File: src/rtl/axil_reg_slave_if.sv
// AXI4-Lite bundle with 32-bit address and data, used by axil_reg_slave.
interface axi_lite;
  logic        awvalid, awready;
  logic [31:0] awaddr;
  logic [2:0]  awprot;
  logic        wvalid, wready;
  logic [31:0] wdata;
  logic [3:0]  wstrb;
  logic        bvalid, bready;
  logic [1:0]  bresp;
  logic        arvalid, arready;
  logic [31:0] araddr;
  logic [2:0]  arprot;
  logic        rvalid, rready;
  logic [31:0] rdata;
  logic [1:0]  rresp;

  modport slave (
    input  awvalid, awaddr, awprot, wvalid, wdata, wstrb, bready,
           arvalid, araddr, arprot, rready,
    output awready, wready, bvalid, bresp, arready, rvalid, rdata, rresp
  );
  modport master (
    output awvalid, awaddr, awprot, wvalid, wdata, wstrb, bready,
           arvalid, araddr, arprot, rready,
    input  awready, wready, bvalid, bresp, arready, rvalid, rdata, rresp
  );
endinterface

File: src/rtl/axil_reg_slave.sv
// AXI4-Lite register slave: REG_NUM RW control regs, STAT_NUM RO status regs.
// Define AXIL_REG_STICKY_EN to make status registers sticky, clear-on-read latches.
module axil_ctrl_reg #(
  parameter logic [31:0] RST = '0
) (
  input  logic        clk,
  input  logic        rst_n,
  input  logic        we,
  input  logic [3:0]  strb,
  input  logic [31:0] d,
  output logic [31:0] q,
  output logic        wr
);
  always_ff @(posedge clk or negedge rst_n) begin
    if (!rst_n) begin
      q  <= RST;
      wr <= 1'b0;
    end else begin
      wr <= we;
      if (we)
        for (int b = 0; b < 4; b++)
          if (strb[b]) q[8*b +: 8] <= d[8*b +: 8];
    end
  end
endmodule

`ifdef AXIL_REG_STICKY_EN
module axil_stat_latch (
  input  logic        clk,
  input  logic        rst_n,
  input  logic        clr,
  input  logic [31:0] d,
  output logic [31:0] q
);
  // A read returns every latched bit, so clearing drops all of them; d re-sets same-cycle events.
  always_ff @(posedge clk or negedge rst_n) begin
    if (!rst_n) q <= '0;
    else        q <= (clr ? 32'h0 : q) | d;
  end
endmodule
`endif

module axil_reg_slave #(
  parameter int ADDR_W   = 12,
  parameter int REG_NUM  = 8,
  parameter int STAT_NUM = 4,
  parameter logic [REG_NUM*32-1:0] RST_VAL = '0
) (
  input  logic                    sys_clk,
  input  logic                    perif_rst_n,
  axi_lite.slave                  s_axil,
  output logic [REG_NUM*32-1:0]   ctrl_reg,
  output logic [REG_NUM-1:0]      ctrl_wr,
  input  logic [STAT_NUM*32-1:0]  stat_in
);
  localparam int IDX_W = ADDR_W - 2;
  localparam logic [1:0] RESP_OKAY   = 2'b00;
  localparam logic [1:0] RESP_SLVERR = 2'b10;

  typedef enum logic [1:0] {W_IDLE, W_HAVE_AW, W_HAVE_W, W_RESP} w_state_t;
  typedef enum logic {R_IDLE, R_DATA} r_state_t;
  typedef struct packed {
    logic [IDX_W-1:0] idx;
    logic [31:0]      data;
    logic [3:0]       strb;
  } wr_req_t;

  w_state_t w_state;
  r_state_t r_state;

  logic [IDX_W-1:0] aw_idx, ar_idx, aw_idx_q;
  logic [31:0]      w_data_q;
  logic [3:0]       w_strb_q;
  logic             aw_hs, w_hs, ar_hs;

  wr_req_t          cmt;
  logic             cmt_en, cmt_ok;
  logic [REG_NUM-1:0] ctrl_we;

  logic [REG_NUM-1:0][31:0]  ctrl_q;
  logic [STAT_NUM-1:0][31:0] stat_v, stat_q;
  logic [STAT_NUM-1:0]       stat_clr;
  logic [31:0]               rd_val;
  logic                      rd_ok;

  logic unused;
  assign unused = &{1'b0, s_axil.awaddr, s_axil.araddr, s_axil.awprot, s_axil.arprot, stat_clr};

  assign aw_idx = s_axil.awaddr[ADDR_W-1:2];
  assign ar_idx = s_axil.araddr[ADDR_W-1:2];
  assign aw_hs  = s_axil.awvalid && s_axil.awready;
  assign w_hs   = s_axil.wvalid  && s_axil.wready;
  assign ar_hs  = s_axil.arvalid && s_axil.arready;

  // The commit fires on the second handshake edge, merging live and held channel halves.
  always_comb begin
    cmt_en = 1'b0;
    cmt    = '{idx: aw_idx, data: s_axil.wdata, strb: s_axil.wstrb};
    case (w_state)
      W_IDLE:    cmt_en = aw_hs && w_hs;
      W_HAVE_AW: begin
        cmt_en  = w_hs;
        cmt.idx = aw_idx_q;
      end
      W_HAVE_W:  begin
        cmt_en   = aw_hs;
        cmt.data = w_data_q;
        cmt.strb = w_strb_q;
      end
      default:   cmt_en = 1'b0;
    endcase
  end

  assign cmt_ok = cmt.idx < IDX_W'(REG_NUM);

  for (genvar k = 0; k < REG_NUM; k++) begin : g_ctrl
    assign ctrl_we[k] = cmt_en && (cmt.idx == IDX_W'(k));
    axil_ctrl_reg #(.RST(RST_VAL[32*k +: 32])) u_reg (
      .clk  (sys_clk),
      .rst_n(perif_rst_n),
      .we   (ctrl_we[k]),
      .strb (cmt.strb),
      .d    (cmt.data),
      .q    (ctrl_q[k]),
      .wr   (ctrl_wr[k])
    );
  end

  assign ctrl_reg = ctrl_q;
  assign stat_v   = stat_in;

  for (genvar j = 0; j < STAT_NUM; j++) begin : g_stat
    assign stat_clr[j] = ar_hs && (ar_idx == IDX_W'(REG_NUM + j));
`ifdef AXIL_REG_STICKY_EN
    axil_stat_latch u_lat (
      .clk  (sys_clk),
      .rst_n(perif_rst_n),
      .clr  (stat_clr[j]),
      .d    (stat_v[j]),
      .q    (stat_q[j])
    );
`else
    assign stat_q[j] = stat_v[j];
`endif
  end

  always_ff @(posedge sys_clk or negedge perif_rst_n) begin
    if (!perif_rst_n) begin
      w_state        <= W_IDLE;
      s_axil.awready <= 1'b0;
      s_axil.wready  <= 1'b0;
      s_axil.bvalid  <= 1'b0;
      s_axil.bresp   <= RESP_OKAY;
      aw_idx_q       <= '0;
      w_data_q       <= '0;
      w_strb_q       <= '0;
    end else begin
      case (w_state)
        W_IDLE: begin
          if (aw_hs && w_hs) begin
            w_state        <= W_RESP;
            s_axil.awready <= 1'b0;
            s_axil.wready  <= 1'b0;
          end else if (aw_hs) begin
            w_state        <= W_HAVE_AW;
            s_axil.awready <= 1'b0;
            s_axil.wready  <= 1'b1;
            aw_idx_q       <= aw_idx;
          end else if (w_hs) begin
            w_state        <= W_HAVE_W;
            s_axil.awready <= 1'b1;
            s_axil.wready  <= 1'b0;
            w_data_q       <= s_axil.wdata;
            w_strb_q       <= s_axil.wstrb;
          end else begin
            s_axil.awready <= 1'b1;
            s_axil.wready  <= 1'b1;
          end
        end
        W_HAVE_AW: if (w_hs) begin
          w_state       <= W_RESP;
          s_axil.wready <= 1'b0;
        end
        W_HAVE_W: if (aw_hs) begin
          w_state        <= W_RESP;
          s_axil.awready <= 1'b0;
        end
        W_RESP: if (s_axil.bready) begin
          w_state        <= W_IDLE;
          s_axil.bvalid  <= 1'b0;
          s_axil.awready <= 1'b1;
          s_axil.wready  <= 1'b1;
        end
        default: w_state <= W_IDLE;
      endcase
      if (cmt_en) begin
        s_axil.bvalid <= 1'b1;
        s_axil.bresp  <= cmt_ok ? RESP_OKAY : RESP_SLVERR;
      end
    end
  end

  always_comb begin
    rd_val = '0;
    rd_ok  = 1'b0;
    for (int k = 0; k < REG_NUM; k++)
      if (ar_idx == IDX_W'(k)) begin
        rd_val = ctrl_q[k];
        rd_ok  = 1'b1;
      end
    for (int j = 0; j < STAT_NUM; j++)
      if (ar_idx == IDX_W'(REG_NUM + j)) begin
        rd_val = stat_q[j];
        rd_ok  = 1'b1;
      end
  end

  // rdata samples register state at the AR edge, so a same-edge write is not yet visible.
  always_ff @(posedge sys_clk or negedge perif_rst_n) begin
    if (!perif_rst_n) begin
      r_state        <= R_IDLE;
      s_axil.arready <= 1'b0;
      s_axil.rvalid  <= 1'b0;
      s_axil.rdata   <= '0;
      s_axil.rresp   <= RESP_OKAY;
    end else begin
      case (r_state)
        R_IDLE: begin
          if (ar_hs) begin
            r_state        <= R_DATA;
            s_axil.arready <= 1'b0;
            s_axil.rvalid  <= 1'b1;
            s_axil.rdata   <= rd_val;
            s_axil.rresp   <= rd_ok ? RESP_OKAY : RESP_SLVERR;
          end else begin
            s_axil.arready <= 1'b1;
          end
        end
        R_DATA: if (s_axil.rready) begin
          r_state        <= R_IDLE;
          s_axil.rvalid  <= 1'b0;
          s_axil.arready <= 1'b1;
        end
        default: r_state <= R_IDLE;
      endcase
    end
  end
endmodule

File: src/flat_wrapper.sv
// flat-port wrapper written by rule: the top's interface ports become plain ports
module axil_reg_slave_flat 
#(
  parameter int ADDR_W   = 12,
  parameter int REG_NUM  = 8,
  parameter int STAT_NUM = 4,
  parameter logic [REG_NUM*32-1:0] RST_VAL = '0
)
  (sys_clk, perif_rst_n, ctrl_reg, ctrl_wr, stat_in, s_axil_awvalid, s_axil_awaddr, s_axil_awprot, s_axil_wvalid, s_axil_wdata, s_axil_wstrb, s_axil_bready, s_axil_arvalid, s_axil_araddr, s_axil_arprot, s_axil_rready, s_axil_awready, s_axil_wready, s_axil_bvalid, s_axil_bresp, s_axil_arready, s_axil_rvalid, s_axil_rdata, s_axil_rresp);
  axi_lite s_axil_i ();
  input  logic sys_clk;
  input  logic perif_rst_n;
  output logic [REG_NUM*32-1:0] ctrl_reg;
  output logic [REG_NUM-1:0] ctrl_wr;
  input  logic [STAT_NUM*32-1:0] stat_in;
  input wire logic [$bits(s_axil_i.awvalid)-1:0] s_axil_awvalid;
  input wire logic [$bits(s_axil_i.awaddr)-1:0] s_axil_awaddr;
  input wire logic [$bits(s_axil_i.awprot)-1:0] s_axil_awprot;
  input wire logic [$bits(s_axil_i.wvalid)-1:0] s_axil_wvalid;
  input wire logic [$bits(s_axil_i.wdata)-1:0] s_axil_wdata;
  input wire logic [$bits(s_axil_i.wstrb)-1:0] s_axil_wstrb;
  input wire logic [$bits(s_axil_i.bready)-1:0] s_axil_bready;
  input wire logic [$bits(s_axil_i.arvalid)-1:0] s_axil_arvalid;
  input wire logic [$bits(s_axil_i.araddr)-1:0] s_axil_araddr;
  input wire logic [$bits(s_axil_i.arprot)-1:0] s_axil_arprot;
  input wire logic [$bits(s_axil_i.rready)-1:0] s_axil_rready;
  output wire logic [$bits(s_axil_i.awready)-1:0] s_axil_awready;
  output wire logic [$bits(s_axil_i.wready)-1:0] s_axil_wready;
  output wire logic [$bits(s_axil_i.bvalid)-1:0] s_axil_bvalid;
  output wire logic [$bits(s_axil_i.bresp)-1:0] s_axil_bresp;
  output wire logic [$bits(s_axil_i.arready)-1:0] s_axil_arready;
  output wire logic [$bits(s_axil_i.rvalid)-1:0] s_axil_rvalid;
  output wire logic [$bits(s_axil_i.rdata)-1:0] s_axil_rdata;
  output wire logic [$bits(s_axil_i.rresp)-1:0] s_axil_rresp;
  assign s_axil_i.awvalid = s_axil_awvalid;
  assign s_axil_i.awaddr = s_axil_awaddr;
  assign s_axil_i.awprot = s_axil_awprot;
  assign s_axil_i.wvalid = s_axil_wvalid;
  assign s_axil_i.wdata = s_axil_wdata;
  assign s_axil_i.wstrb = s_axil_wstrb;
  assign s_axil_i.bready = s_axil_bready;
  assign s_axil_i.arvalid = s_axil_arvalid;
  assign s_axil_i.araddr = s_axil_araddr;
  assign s_axil_i.arprot = s_axil_arprot;
  assign s_axil_i.rready = s_axil_rready;
  assign s_axil_awready = s_axil_i.awready;
  assign s_axil_wready = s_axil_i.wready;
  assign s_axil_bvalid = s_axil_i.bvalid;
  assign s_axil_bresp = s_axil_i.bresp;
  assign s_axil_arready = s_axil_i.arready;
  assign s_axil_rvalid = s_axil_i.rvalid;
  assign s_axil_rdata = s_axil_i.rdata;
  assign s_axil_rresp = s_axil_i.rresp;
  axil_reg_slave #(.ADDR_W(ADDR_W), .REG_NUM(REG_NUM), .STAT_NUM(STAT_NUM), .RST_VAL(RST_VAL)) u_core (.sys_clk(sys_clk), .perif_rst_n(perif_rst_n), .s_axil(s_axil_i), .ctrl_reg(ctrl_reg), .ctrl_wr(ctrl_wr), .stat_in(stat_in));
endmodule
File: config.mk
export PLATFORM = sky130hd
export DESIGN_NAME = axil_reg_slave_flat
export DESIGN_NICKNAME = d
export VERILOG_FILES = /design/src/rtl/axil_reg_slave_if.sv /design/src/rtl/axil_reg_slave.sv /design/src/flat_wrapper.sv
export SDC_FILE = /design/constraint.sdc
export NUM_CORES = 1
export LEC_CHECK = 0
export CAP_MARGIN = 25
export CORE_AREA = 3 3 209 211
export CTS_CLUSTER_DIAMETER = 30
export DETAILED_ROUTE_END_ITERATION = 8
export DIE_AREA = 0 0 212 214
export PLACE_DENSITY_LB_ADDON = 0.1
export SYNTH_ARGS = -nofsm -noshare
export SYNTH_HDL_FRONTEND = slang
export SYNTH_SLANG_ARGS = --single-unit
File: constraint.sdc
create_clock -name sys_clk -period 7.7 [get_ports sys_clk]
set_clock_uncertainty 0.15 [all_clocks]
set_input_delay 1.925 -clock sys_clk [delete_from_list [all_inputs] [get_ports sys_clk]]
set_output_delay 1.925 -clock sys_clk [all_outputs]
set_load 0.05 [all_outputs]
==> summary.txt, run 1 <==
Run status
  – Status: finished, final reports clean

Power and ir drop
  – Power per standard cell area: 308.5 nW/um2
  – LEAKAGE: 11.54 nW
  – Peak VDD IR: 200.8 uV

Yosys
  – Mapped Avg Cell Area: 11.92 um2
  – Ranking of synthesized cells by area: dfrtp_1 (49%), mux2_2 (21%), o21ai_0 (2.6%)
  – Unique cell type count in the Yosys netlist: 73
  – Number of synthesized flops with an enable pin: 0
  – Ys async rst share: 1.000
  – Sequential share of the synthesized area: 0.4918
  – Dominant synthesized flop cell: dfrtp_1
  – Synthesized area: 17910 um2
  – Flops & latches, synth: 352
  – Synth Instances: 1502
  – Share of the synthesized area in the top cell type: 0.4918
  – Biggest area consumer among synthesized cells: dfrtp_1
  – Yosys warnings: 0
  – Synth top cells by count: dfrtp_1 (352), mux2_2 (334), o21ai_0 (94)
  – Most common cell in the synthesized netlist: dfrtp_1

Critical path
  – Setup CP Type: in2reg
  – Crit path top cell by count: o22ai_1
  – Required @ worst endpoint: 8.01 ns
  – Critical Path End Type: flop
  – Worst EP arrival: 5.15 ns
  – Worst path slowest cell: clkdlybuf4s50_1
  – Crit path launch type: primary input
  – Worst path cell trace: clkdlybuf4s50_1, nor4b_2, buf_4, nand3_1, o22ai_1, a211o_1, o22ai_1
  – CP Max Fanout: 22
  – CP max stage delay: 0.88 ns

GRT
  – Total gr overflow: 0
  – Tot GR Track Use: 0.3446
  – First-pass GRT wire length: 114700 um
  – Initial antenna violation count: 12
  – Largest net degree at the start of global routing: 141
  – Vias in the first global route: 16631

Timing
  – Final Hold Fails: 0
  – Setup TNS: 0 ns
  – Unrepaired setup endpoints after global routing: false
  – Final Max Tran Viols: 0
  – Worst hold slack: 0.3298 ns
  – Final setup vio count: 0
  – Minimum clock period: 4.843 ns
  – Slew margin rel.: 0.2416
  – Maximum clock rate: 206.5 MHz
  – Worst-Margin Slew: 1.134 ns
  – Period utilisation layout: 0.6290

Detailed routing
  – Avg WL per Cell: 30.56 um
  – First-pass iteration count of the detailed router: 5
  – Via count: 16152
  – Vias/cell: 6.144
  – Post-route ant nets: 0
  – 1st-iter DRT viols: 1443
  – Detailed Route WL: 80340 um
  – Drt drc: 0

Clock tree
  – Root Driver: clkbuf_16
  – H-tree levels: 3
  – PostCTS Resize Cnt: 0
  – CTS sink cnt: 352
  – Worst-skew pair later-pin latency: 0.60 ns
  – # hold bufs at CTS: 0
  – Total CTS buffers: 88
  – CTS tree: yes
  – Max Buffers Root-to-Sink: 3
  – Reg clk slew, reported paths: 0.04 ns
  – Setup repair bufs after CTS: 0

Floorplan
  – CORE AREA: 41950 um2
  – # rows: 75
  – Initial Util: 0.4270
  – Die height: 214 um
  – Die X: 212 um
  – Die area: 45370 um2
  – I/O pin count: 546

Finish
  – Layout Cells excl Fill: 2629
  – Design Area, Final: 26610 um2
  – Synth-to-Final Area Change: 48.58%
  – Nets: 2258
  – Utilization after layout: 0.6344
  – Share of cells above drive strength 1: 0.2772

Min path
  – HP Class: reg2reg

Place
  – Area after DPL: 23400 um2
  – Port Buf Inserts: 493
  – Placed cells: 2457
  – Detailed Place HPWL: 56600 um
  – Gpl congestion: 0.9266

Job
  – Max-Cap Viols: 0
[where the power goes]
group	total, mW	leakage [nW]	switching, mW	internal (mW)
Combinational	2.02	5.23	1.28	0.734
Sequential	2.26	4.76	0.163	2.10
Clock	3.93	1.55	1.12	2.81
[per-layer routing]
metal	wire length, um	GRT usage
met3	8191	0.1060
met5	17	0
met4	3719	0.1663
met1	31110	0.4316
met2	37300	0.5428
[logic make-up (layout without fill, tap and decap cells)]
| logic type | Yosys count | count (layout) | share of synthesized area |
|---|---|---|---|
| muxes | 375 | 375 | 0.2448 |
| DFF | 352 | 352 | 0.4918 |
| and+or+nand+nor | 270 | 270 | 0.07936 |
| AOI/OAI and AO/OA | 370 | 370 | 0.1475 |
| other | 1 | 14 | 0.0002094 |
| buffers and inverters | 126 | 701 | 0.03074 |
| adders and majority gates | 8 | 8 | 0.005589 |
[layout by cell type (no fill, tap or decap), types with 17 or more instances in the layout]
master	n
clkdlybuf4s50_1	490
dfrtp_1	352
mux2_2	334
o21ai_0	94
clkbuf_16	93
nor2_1	59
nand2_1	51
o22ai_1	42
buf_4	38
nand4_1	34
a221oi_1	31
nand3_1	27
a21oi_1	25
mux2i_1	24
a31oi_1	21
a22oi_1	19
clkinv_2	18
mux4_2	17
[state kept, by name, indices dropped and copies added (netlist names), 2 cells and up]
register / cells
u_core.aw_idx_q: 10
u_core.g_ctrl.u_reg.q: 256
u_core.g_ctrl.u_reg.wr: 8
u_core.s_axil.rdata: 32
u_core.w_data_q: 32
u_core.w_state: 2
u_core.w_strb_q: 4
[area by class of cell]
| cell class | count | area (um2) |
|---|---|---|
| fill | 3385 | 15330 |
| sequential | 352 | 8808 |
| multi-input combinational | 1025 | 8635 |
| timing repair buffer | 532 | 5260 |
| clock buffer | 118 | 2541 |
| tap | 539 | 674.4 |
| clock inverter | 41 | 625.6 |
| inverter | 10 | 37.54 |
| antenna | 12 | 30.03 |
[through the flow]
| stage | setup slack, ns | total power [mW] |
|---|---|---|
| after floorplan | 3.707 | 3.463 |
| after global routing | 2.826 | 8.477 |
| final | 2.857 | 8.210 |
| after CTS | 2.732 | 8.213 |
| after global placement | 2.285 | 4.221 |
| after detailed placement | 2.173 | 4.263 |
[worst max-delay path, delay by kind of cell]
family	cells	cell delay, ns
AO/OA/AOI/OAI	3	0.82
AND/OR/NAND/NOR	2	1.18
buffers and inverters	2	1.22
[worst paths after layout]
check,start,to,slack (ns),cells after the start
worst max-delay path,s_axil_araddr[5],u_core.s_axil.rdata[18],2.86,7
worst min-delay path,u_core.s_axil.rvalid,u_core.s_axil.rvalid,0.33,2
worst max register to register,u_core.w_state[1],u_core.g_ctrl[6].u_reg.q[7],3.79,8
worst min register to register,u_core.s_axil.rvalid,u_core.s_axil.rvalid,0.33,2
max in group asynchronous,perif_rst_n,u_core.g_ctrl[2].u_reg.q[13],4.74,2
min in group asynchronous,perif_rst_n,u_core.g_ctrl[1].u_reg.q[27],1.27,1
(Power assumes the default switching activity.)
==> run 2: changes to the inputs <==
Settings changed: CORE_AREA 3 3 209 211 to not set, CORE_MARGIN set to 3, CORE_UTILIZATION set to 43, DIE_AREA 0 0 212 214 to not set.
Clock period 7.7 ns to 3.9 ns, I/O delays scaled along.
==> summary.txt, run 2 (synthesis results as in run 1) <==
Power and ir drop
  – Power per standard cell area: 580.0 nW/um2
  – LEAKAGE: 11.78 nW
  – Peak VDD IR: 508.1 uV

Place
  – Gpl congestion: 0.9435
  – Port Buf Inserts: 493
  – Detailed Place HPWL: 58840 um
  – Placed cells: 2529

Critical path
  – CP max stage delay: 0.70 ns
  – Crit path top cell by count: buf_4
  – Worst EP arrival: 3.65 ns
  – Worst path buffer plus inverter count: 3
  – Cell family with most CP delay: multiplexers
  – Critical Path End Type: flop
  – R2r startpoint: u_core.w_state[1]
  – Setup CP Type: reg2reg
  – CP Launch Point: u_core.w_state[1]
  – Required @ worst endpoint: 4.21 ns
  – Crit path launch type: flop
  – Worst path slowest cell: mux2i_1
  – CP Max Fanout: 9
  – Worst path cell trace: inv_1, ha_1, buf_4, mux2i_1, nor2_1, nand4_1, buf_4, mux2_2
  – Worst R2R Path Depth: 8
  – Levels on crit path: 8

Floorplan
  – Initial Util: 0.4367
  – CORE AREA: 41020 um2
  – # rows: 74
  – Die X: 210.1 um
  – Die height: 210.1 um
  – I/O pin count: 546
  – Die area: 44140 um2

Clock tree
  – Worst-skew pair later-pin latency: 0.60 ns
  – Root Driver: clkbuf_16
  – H-tree levels: 3
  – PostCTS Resize Cnt: 0
  – Total CTS buffers: 86
  – Max Buffers Root-to-Sink: 3
  – # hold bufs at CTS: 0
  – Setup repair bufs after CTS: 0
  – CTS tree: yes
  – CTS sink cnt: 352
  – Reg clk slew, reported paths: 0.05 ns

Detailed routing
  – First-pass iteration count of the detailed router: 7
  – Avg WL per Cell: 29.80 um
  – Drt drc: 0
  – Via count: 16467
  – Detailed Route WL: 80340 um
  – Post-route ant nets: 0
  – Vias/cell: 6.108
  – 1st-iter DRT viols: 1499

Timing
  – Final Max Tran Viols: 0
  – Final Hold Fails: 0
  – Period utilisation layout: 0.8574
  – Final setup vio count: 0
  – Maximum clock rate: 299.0 MHz
  – Minimum clock period: 3.344 ns
  – Setup TNS: 0 ns
  – Unrepaired setup endpoints after global routing: false
  – Worst-Margin Slew: 0.8487 ns
  – Slew margin rel.: 0.4321

GRT
  – Tot GR Track Use: 0.3540
  – Total gr overflow: 0
  – First-pass GRT wire length: 115000 um
  – Initial antenna violation count: 12
  – Vias in the first global route: 16686
  – Largest net degree at the start of global routing: 76

Finish
  – Synth-to-Final Area Change: 51.03%
  – Biggest register: u_core.g_ctrl.u_reg.q
  – Most frequent cells in the layout: clkdlybuf4s50_1 (490), dfrtp_1 (352), mux2_2 (334), buf_4 (108), o21ai_0 (94)
  – Nets: 2334
  – Commonest non-fill, non-tap cell in the layout: clkdlybuf4s50_1
  – Share of cells above drive strength 1: 0.3026
  – Max FFs per register: 256
  – Layout Cells excl Fill: 2696
  – Regs by FF count: u_core.g_ctrl.u_reg.q: 256 flops, u_core.s_axil.rdata: 32 flops, u_core.w_data_q: 32 flops
  – Fillcell total: 3211

Min path
  – HP Class: in2async

Job
  – Max-Cap Viols: 0

Run status
  – Status: finished, final reports clean
run 2: cell count changes in the layout (fill, tap and decap cells not counted), moves of 3 or more:
cell        change
buf_12          +9
bufinv_16       -7
inv_6           +4
diode_2         -3
buf_4          +70
clkinv_2        -9
clkinvlp_4     +10
clkinv_4        +8
clkbuf_8        -4
clkbuf_16       -5
run 2: layout make-up:
cell class              instances  area (um2)  area share
well taps                     532       665.6     0.02461
clock buffers                 110        2365     0.08742
multi-input cells            1025        8635      0.3192
clock inverters                48       566.8     0.02095
flip-flops and latches        352        8808      0.3256
repair buffers                610        5951      0.2200
diodes                          9       22.52   0.0008326
inverters                      10       37.54    0.001388
run 2: worst paths after layout:
| kind | to | slack, ns |
|---|---|---|
| worst max-delay path | u_core.g_ctrl[5].u_reg.q[17] | 0.56 |
| worst min-delay path | u_core.g_ctrl[1].u_reg.q[27] | 0.21 |
| worst max register to register | u_core.g_ctrl[5].u_reg.q[17] | 0.56 |
| worst min register to register | u_core.s_axil.bvalid | 0.33 |
| max in group asynchronous | u_core.g_ctrl[4].u_reg.q[6] | 2.49 |
| min in group sys_clk | u_core.s_axil.bvalid | 0.33 |
run 2: power by group:
part	leakage, nW	internal (mW)	switching [mW]
registers	4.76	4.13	0.319
clock network	1.39	4.88	2.28
logic	5.63	1.52	2.56
run 2: worst register-to-register path, cell delays in order, from the launching register on:
cell	delay [ns]
dfrtp_1	0.45
inv_1	0.20
ha_1	0.34
buf_4	0.25
mux2i_1	0.70
nor2_1	0.25
nand4_1	0.31
buf_4	0.23
mux2_2	0.34
run 2: layer usage:
metal,share of wire,up-vias,wire [um],GRT usage
met3,0.10,145,8118,0.1043
met1,0.39,8367,31530,0.4513
met4,0.039,4,3104,0.1523
li1,-,6997,-,-
met2,0.47,954,37560,0.5654
met5,0.00029,-,23,0
run 2: stage by stage:
step                  util  setup slack [ns]  hold WS [ns]  power [mW]  instance area [um2]
floorplan                -            0.8567        0.3132       6.837                17910
global placement    0.5875            0.1835        0.3162       8.436                24100
detailed placement  0.5875            0.1887        0.3176       8.525                24100
CTS                 0.6590            0.5769        0.2090       15.71                27030
global route        0.6595            0.4166        0.2343       16.22                27050
finish              0.6595            0.5560        0.2051       15.69                27050
